### src/rtl/hls_deadlock_persist_monitor.sv
// Deadlock monitor for one level of the HLS dataflow debug tree: a blocked-but-not-idle
// condition must persist for a programmable number of cycles before block is raised.
module hls_deadlock_persist_monitor #(
    parameter int NUM_AXIS = 7,
    parameter int NUM_INST = 7,
    parameter int NUM_SUB  = 1,
    parameter int THRESH_W = 16
) (
    input  logic                clock,
    input  logic                reset_n,
    input  logic [NUM_AXIS-1:0] axis_block_sigs,
    input  logic [NUM_INST-1:0] inst_idle_sigs,
    input  logic [NUM_SUB-1:0]  sub_block_sigs,
    input  logic [THRESH_W-1:0] threshold,
    input  logic                sticky_en,
    input  logic                clear,
    output logic                block,
    output logic [NUM_AXIS-1:0] block_src,
    output logic [NUM_SUB-1:0]  sub_src,
    output logic [THRESH_W-1:0] block_cycles,
    output logic [1:0]          state_dbg
);

    typedef enum logic [1:0] {
        ST_IDLE    = 2'd0,
        ST_SUSPECT = 2'd1,
        ST_BLOCKED = 2'd2
    } state_t;

    state_t              state_q, state_d;
    logic [THRESH_W-1:0] cnt_q, cnt_d;
    logic [THRESH_W-1:0] thr_q, thr_d;
    logic [THRESH_W-1:0] thr_eff;
    logic [THRESH_W-1:0] cnt_inc;
    logic                cand;
    logic                enter_blocked;

    // All instances idle means the channels are merely quiescent, not deadlocked.
    assign cand    = (|axis_block_sigs || |sub_block_sigs) && !(&inst_idle_sigs);
    assign thr_eff = (threshold == '0) ? THRESH_W'(1) : threshold;
    assign cnt_inc = cnt_q + THRESH_W'(1);

    always_ff @(posedge clock or negedge reset_n) begin
        if (!reset_n) begin
            state_q <= ST_IDLE;
            cnt_q   <= '0;
            thr_q   <= '0;
        end else begin
            state_q <= state_d;
            cnt_q   <= cnt_d;
            thr_q   <= thr_d;
        end
    end

    always_comb begin
        state_d       = state_q;
        cnt_d         = cnt_q;
        thr_d         = thr_q;
        enter_blocked = 1'b0;
        if (clear) begin
            state_d = ST_IDLE;
            cnt_d   = '0;
        end else begin
            case (state_q)
                ST_IDLE: begin
                    cnt_d = '0;
                    if (cand) begin
                        cnt_d = THRESH_W'(1);
                        thr_d = thr_eff;
                        if (thr_eff == THRESH_W'(1)) begin
                            state_d       = ST_BLOCKED;
                            enter_blocked = 1'b1;
                        end else begin
                            state_d = ST_SUSPECT;
                        end
                    end
                end
                ST_SUSPECT: begin
                    if (!cand) begin
                        state_d = ST_IDLE;
                        cnt_d   = '0;
                    end else begin
                        cnt_d = cnt_inc;
                        if (cnt_inc == thr_q) begin
                            state_d       = ST_BLOCKED;
                            enter_blocked = 1'b1;
                        end
                    end
                end
                ST_BLOCKED: begin
                    if (!sticky_en && !cand) begin
                        state_d = ST_IDLE;
                        cnt_d   = '0;
                    end
                end
                default: begin
                    state_d = ST_IDLE;
                    cnt_d   = '0;
                end
            endcase
        end
    end

    // Debug capture: sources snapshot on the entry decision, duration saturates.
    always_ff @(posedge clock or negedge reset_n) begin
        if (!reset_n) begin
            block_src    <= '0;
            sub_src      <= '0;
            block_cycles <= '0;
        end else if (clear) begin
            block_src    <= '0;
            sub_src      <= '0;
            block_cycles <= '0;
        end else if (enter_blocked) begin
            block_src    <= axis_block_sigs;
            sub_src      <= sub_block_sigs;
            block_cycles <= '0;
        end else if (state_q == ST_BLOCKED && block_cycles != '1) begin
            block_cycles <= block_cycles + THRESH_W'(1);
        end
    end

    always_comb begin
        block     = (state_q == ST_BLOCKED);
        state_dbg = state_q;
    end

endmodule

### config.mk
export PLATFORM = sky130hd
export DESIGN_NAME = hls_deadlock_persist_monitor
export DESIGN_NICKNAME = d
export VERILOG_FILES = /design/src/rtl/hls_deadlock_persist_monitor.sv
export SDC_FILE = /design/constraint.sdc
export NUM_CORES = 1
export LEC_CHECK = 0
export CAP_MARGIN = 20
export CELL_PAD_IN_SITES_DETAIL_PLACEMENT = 1
export CELL_PAD_IN_SITES_GLOBAL_PLACEMENT = 1
export CORE_UTILIZATION = 40
export CTS_CLUSTER_DIAMETER = 200
export DETAILED_ROUTE_END_ITERATION = 10
export GPL_ROUTABILITY_DRIVEN = 1
export GPL_TIMING_DRIVEN = 0
export PLACE_DENSITY = 0.84
export REMOVE_ABC_BUFFERS = 1
export SLEW_MARGIN = 20
export SYNTH_ARGS = -nofsm -noshare
export SYNTH_HDL_FRONTEND = slang
export SYNTH_SLANG_ARGS = --single-unit
### constraint.sdc
create_clock -name clock -period 3.1 [get_ports clock]
set_input_delay 0.775 -clock clock [delete_from_list [all_inputs] [get_ports clock]]
set_output_delay 0.775 -clock clock [all_outputs]
set_load 0.02 [all_outputs]
# Word level (Yosys, flattened, before mapping)
# Index checks and enable logic that the tools add are counted.
# classes
add_sub_neg	2
n_bitwise	1
eq_ne	8
reduce_logical	15
muxes	26
# ops
cell	count
$mux W16	7
$pmux W16 S3	1
$add A16 B1 Y16 const B	2
$eq A16 B1 Y1 const B	1
$eq A16 B16 Y1	1
$logic_not A16 Y1	1
$ne A16 B16 Y1 const B	1
$mux W7	2
$mux W2	6
$mux W1	8
$reduce_and A7 Y1	1
$reduce_or A7 Y1	1
$pmux W2 S3	1
$reduce_and A3 Y1	2
$ne A4 B4 Y1 const B	1
$logic_and A1 B1 Y1	3
$logic_not A1 Y1	3
$ne A3 B2 Y1 const B	1
$ne A3 B3 Y1 const B	1
$reduce_bool A3 Y1	1
$eq A2 B1 Y1 const B	1
$eq A2 B2 Y1 const B	1
$logic_not A2 Y1	1
$pmux W1 S2	1
other kinds (3)	3
# totals
inputBits	35
register_bits	58
out_inout_bits	27
wordCells	58

# Depth between registers and ports, before layout
# Gate-level depths: netlist of run 1.
# logic_depth
ltp_word	9
ltp_mapped	9
mapped_depth_nobuf	7

# Worst setup path after synthesis of run 1
# No wires, ideal clock.
# synth_timing
kind	input -> register
from	input axis_block_sigs[5]
to	register thr_q[10]
setup_slack_ns	0.486
path_buffers	2
setup_time_ns	0.125
arrival_ns	2.489
cell_stages	7
required_ns	2.975
path_cell_list	or4_1 -> nor2_1 -> nor4_1 -> nor2b_1 -> buf_2 -> buf_2 -> mux2_2
# synth_between
elab_chain_cells	4
# synth_rtl
element	line_no	text
start: declaration	11	input logic [NUM_AXIS-1:0] axis_block_sigs,
$reduce_or A7 Y1	39	assign cand = (|axis_block_sigs || |sub_block_sigs) && !(&inst_idle_sigs);
$logic_or A1 B1 Y1	39	
$logic_and A1 B1 Y1	39	
$reduce_and A3 Y1 (no line)	n/a	
end signal: assignment	51	thr_q <= thr_d;
end: declaration	32	logic [THRESH_W-1:0] thr_q, thr_d;
# Every way passes these cells.
# A chain may end at the register's enable or synchronous reset.

# Final worst setup path of run 1
# layout_timing
from	input axis_block_sigs[5]
to	register thr_q[1]
# Same word-level chain as after synthesis.

==> impl_metrics.json, run 1 <==
{
  "status": "finished with violations",
  "failed_checks": "design-rule violations",
  "wl_per_cell_um": 17.6,
  "p_leak_nw": 1.74,
  "ir_worst_vdd_mv": 0.190,
  "clock-root-buffer": "clkbuf_8",
  "synth.most_common_cell": "dfrtp_1",
  "required_ns": 3.32,
  "arrival_ns": 3.16,
  "synth_seq_cells": 58,
  "fmax_ghz": 0.340,
  "antenna_left": 0,
  "hold_path.class": "in2async",
  "die_y_um": 93.6,
  "drtPass1Iterations": 7,
  "cts_max_level": 3,
  "slew_headroom_pct": 42.7,
  "diodes": 0,
  "synthTopCellsByCount": "dfrtp_1, nand2_1, nor2_1",
  "port_buffers": 61,
  "grt_pass1_vias": 2996,
  "criticalPathCategory": "in2reg",
  "row_count": 33,
  "crit_path_max_fanout": 15,
  "yosys-top-cells-area": "dfrtp_1, xnor2_1, mux2_2",
  "grt_max_degree": 56,
  "fin_setup_tns_ns": 0,
  "area.growth.synth_to_final_pct": 27.7,
  "wl_met2_um": 4630,
  "async_reset_ff_share_pct": 100,
  "gp_congestion": 0.817,
  "start_util_pct": 41.0,
  "highest-signal-layer": "met4",
  "coreArea_um2": 8180,
  "setup_viol": 0,
  "syn_avg_cell_area_um2": 9.84,
  "cts_hold_buf": 0,
  "final_area_um2": 4280,
  "grt_antenna_before_repair": 0,
  "yosys_warnings": 0,
  "cts.sinks": 58,
  "grt_use_total_pct": 22.2,
  "synthCells": 341,
  "finalCriticalPeriod_ns": 2.94,
  "ys_types": 52,
  "worstSetupStartpointType": "input port",
  "path_clk_slew_ns": 0.07,
  "p_total_mw": 1.74,
  "netlist.area_leader.share_pct": 43.3,
  "cts_buffers": 9,
  "hpwl_um": 6510,
  "tightest_slew_ns": 0.853,
  "num_vias": 2854,
  "final_nets": 436,
  "final_max_slew_viol_count": 0,
  "wl_met3_um": 439,
  "dpl-instance-area_um2": 4050,
  "wirelength_um": 8960,
  "drt_iter0_markers": 147,
  "finalNonFillerCells": 509,
  "drive_gt1_share_pct": 11.9,
  "synth_ff_type": "dfrtp_1",
  "synth_edf_count": 0,
  "hold_viol": 0,
  "grt-ovfl-total": 0,
  "ys_seq_area_share_pct": 43.3,
  "fin_skew_ns": 0.00893,
  "power_density_nw_per_um2": 407,
  "drv_cap": 0,
  "cts_buffer_depth": 2,
  "synth_top_area_cell": "dfrtp_1",
  "viasPerCell": 5.61,
  "met1_length_um": 3800,
  "die_x_um": 93.6,
  "syn_area_um2": 3350,
  "cts_tree": "yes",
  "drc": 2,
  "grt_pass1_wl_um": 14800,
  "min_period_over_period_pct": 94.9,
  "io_pins": 62,
  "worst_setup_path_end_kind": "flop",
  "place_inst": 491,
  "die_area_um2": 8760,
  "clkLatencyLatePin_ns": 0.34,
  "rsz0062_at_grt": "false"
}
-- logic make-up (layout without fill, tap and decap cells) --
kind of cell	after synthesis	after routing	share of synthesized area [%]
XOR/XNOR	37	37	9.66
multiplexers	24	24	7.72
AND/OR/NAND/NOR	144	144	23.6
flip-flops	58	58	43.3
buffers and inverters	23	86	3.43
adder cells (fa/ha/maj)	2	2	0.746
AO/OA/AOI/OAI	53	53	11.6
-- repair_timing --
action | CTS | global route
pin swaps | 1 | 2
endpoints found under the setup margin | 11 | 37
buffers inserted | 0 | 2
gates resized for setup | 1 | 3
cloned | 0 | 0
-- placed cells by master, fill, tap and decap left out, types with 2 or more instances in the layout --
cell type,count
a2111o_1,2
a21o_1,7
a21oi_1,4
a22o_1,3
and3_1,11
and4_1,6
buf_12,2
clkbuf_8,9
clkdlybuf4s50_1,60
clkinv_2,4
dfrtp_1,58
inv_1,4
mux2_2,15
mux2i_1,9
nand2_1,33
nand2b_1,2
nand3_1,11
nand3b_1,2
nand4_1,9
nor2_1,32
nor3_1,11
nor3b_1,4
nor4_1,4
o21ai_0,17
o31ai_1,7
or3_1,4
or4_1,3
xnor2_1,27
xor2_1,10
-- worst max-delay path, stage by stage --
cell             delay [ns]
clkdlybuf4s50_1        0.49
or4_1                  0.12
nor2_1                 0.07
nor4_2                 0.72
nor2b_2                0.42
buf_8                  0.21
mux2_2                 0.35
-- stage by stage --
stage	util, %	setup slack, ns	hold WS (ns)
after floorplan	-	0.138	0.466
after global placement	48.9	-1.20	0.515
after detailed placement	49.5	-0.472	0.524
after CTS	51.8	0.00312	0.217
after global routing	52.4	0.0363	0.205
final	52.4	0.157	0.223
-- per-layer routing --
metal / GRT usage, % / vias to the layer above
met5: 0 / -
met4: 6.28 / 0
met3: 4.39 / 10
met2: 38.9 / 76
met1: 27.6 / 1427
li1: - / 1341
-- cell type report --
type	instances	area [um^2]
fill	912	3890
multi-input combinational	260	1810
sequential	58	1450
timing repair buffer	65	691
tap	105	131
clock buffer	10	128
clock inverter	6	57.6
inverter	5	18.8
-- final timing paths --
path	startpoint	end	slack, ns	cells after the start
worst max register to register	cnt_q[0]	block_src[6]	0.28	8
max in group asynchronous	reset_n	thr_q[11]	2.41	2
worst min register to register	thr_q[10]	thr_q[10]	0.53	1
worst max-delay path	axis_block_sigs[5]	thr_q[1]	0.16	7
worst min-delay path	reset_n	block_cycles[7]	0.22	1
min in group clock	thr_q[10]	thr_q[10]	0.53	1
-- registers in the layout, indices dropped and copies added (netlist names) --
register	cells
sub_src	1
cnt_q	16
block_src	7
state_dbg	2
thr_q	16
block_cycles	16
-- report_power, final --
group | internal, mW | total [mW] | switching, mW
registers | 0.792 | 0.829 | 0.0370
logic | 0.124 | 0.226 | 0.102
clock network | 0.366 | 0.688 | 0.323
Power figures use the tool's default switching activity.
==> inputs of run 2 (changes only) <==
MAX_ROUTING_LAYER = met4   (was unset)
==> run 2 against run 1 <==
Net effect:
- the run still ends with design-rule violations left
- critical path depth unchanged
- routed wire length is 0.39% higher
- count of clock-buffer cells in the layout did not move
- power is essentially flat
- clock skew about the same
- via count up 1.3%
- final cell count stayed put
- sequential power hardly changed
- register-to-register slack about the same
- utilization unchanged
- combinational power barely moved
- global-route usage up 0.49 points
- critical path type unchanged
- largest power group unchanged
- highest routed layer unchanged
==> impl_metrics.json, run 2 (same netlist as run 1, synthesis figures left out) <==
{
  "grt_use_total_pct": 22.7,
  "slew_headroom_pct": 42.5,
  "worstSetupStartpointType": "input port",
  "antenna_left": 0,
  "die_area_um2": 8760,
  "final_nets": 436,
  "required_ns": 3.32,
  "cts.sinks": 58,
  "hold_path.class": "in2async",
  "io_pins": 62,
  "reg2reg_slack_ns": 0.27,
  "arrival_ns": 3.16,
  "port_buffers": 61,
  "finalCriticalPeriod_ns": 2.94,
  "grt_max_degree": 56,
  "hpwl_um": 6510,
  "drtPass1Iterations": 7,
  "hold_viol": 0,
  "clkLatencyLatePin_ns": 0.34,
  "grt-ovfl-total": 0,
  "layout_common_cells": "clkdlybuf4s50_1, dfrtp_1, nand2_1, nor2_1, xnor2_1",
  "setup_slack_ns": 0.158,
  "clock-root-buffer": "clkbuf_8",
  "grt_antenna_before_repair": 0,
  "area.growth.synth_to_final_pct": 27.7,
  "grt_pass1_wl_um": 14800,
  "crit_path_max_fanout": 15,
  "rsz0062_at_grt": "false",
  "cts_tree": "yes",
  "multi_input_area_um2": 1810,
  "fin_skew_ns": 0.00918,
  "criticalPathCategory": "in2reg",
  "layout_commonest_cell": "clkdlybuf4s50_1",
  "cts_buffers": 9,
  "grt_pass1_vias": 2994,
  "die_y_um": 93.6,
  "failed_checks": "design-rule violations",
  "fmax_ghz": 0.340,
  "biggestRegsByFlops": "block_cycles: 16 flops, cnt_q: 16 flops, thr_q: 16 flops",
  "p_total_mw": 1.74,
  "worst_setup_path_end_kind": "flop",
  "worstSetupStartpoint": "axis_block_sigs[5]",
  "diodes": 0,
  "gp_congestion": 0.829,
  "row_count": 33,
  "tightest_slew_ns": 0.855,
  "min_period_over_period_pct": 94.9,
  "fillers": 912,
  "drt_iter0_markers": 101,
  "cts_max_level": 3,
  "path_clk_slew_ns": 0.07,
  "coreArea_um2": 8180,
  "num_vias": 2892,
  "wirelength_um": 8990,
  "post-place-ws_ns": -0.472,
  "setup_viol": 0,
  "drc": 2,
  "drv_cap": 0,
  "ir_worst_vdd_mv": 0.190,
  "final_max_slew_viol_count": 0,
  "start_util_pct": 41.0,
  "r2r_cells": 8,
  "drive_gt1_share_pct": 11.9,
  "cts_hold_buf": 0,
  "viasPerCell": 5.68,
  "wl_per_cell_um": 17.7,
  "status": "finished with violations",
  "regArea_um2": 1450,
  "die_x_um": 93.6,
  "cts_buffer_depth": 2,
  "timing.rr.start": "cnt_q[0]",
  "p_leak_nw": 1.74,
  "power_density_nw_per_um2": 407
}
run 2: cell type report:
type | instances | share of cell area [%]
multi-input cells | 260 | 42.2
inverters | 5 | 0.438
repair buffers | 65 | 16.1
flip-flops and latches | 58 | 33.9
clock buffers | 10 | 2.98
well taps | 105 | 3.07
clock inverters | 6 | 1.34
run 2: worst max-delay path, stage by stage:
cell             delay (ns)
clkdlybuf4s50_1        0.49
or4_1                  0.12
nor2_1                 0.07
nor4_2                 0.72
nor2b_2                0.42
buf_8                  0.21
mux2_2                 0.35
run 2: routing by layer:
layer	vias to the layer above	part of all wire, %	routed length [um]	track usage, %
met5	-	0	0	-
li1	1341	-	-	-
met3	11	4.1	366	3.41
met1	1462	43	3860	27.3
met4	0	1.1	103	7.44
met2	78	52	4670	39.0
run 2: where the power goes:
part	internal, mW	switching [mW]
sequential	0.792	0.0372
combinational	0.124	0.103
clock	0.366	0.321
total	1.28	0.461
run 2: per-stage QoR:
stage          TNS [ns]  instance area (um^2)  hold WS, ns  std cells  util (%)
2_1_floorplan         0                  3260        0.466        323         -
3_3_place_gp     -64.11                  4000        0.515        489      48.9
3_5_place_dp      -7.19                  4050        0.524        491      49.5
4_1_cts               0                  4230        0.217        507      51.8
5_1_grt               0                  4280        0.210        509      52.4
6_report              0                  4280        0.222        509      52.4
run 2: path summary, 6_finish.rpt:
| check | to |
|---|---|
| max | thr_q[1] |
| min | block_cycles[7] |
| max reg2reg | block_src[6] |
| min reg2reg | thr_q[10] |
| max in group asynchronous | thr_q[11] |
| min in group clock | thr_q[10] |
run 2: repair_timing:
item	4_1_cts	5_1_grt
resized for setup	1	3
buffers inserted	0	2
endpoints found under the setup margin	11	37
pin swaps	1	2
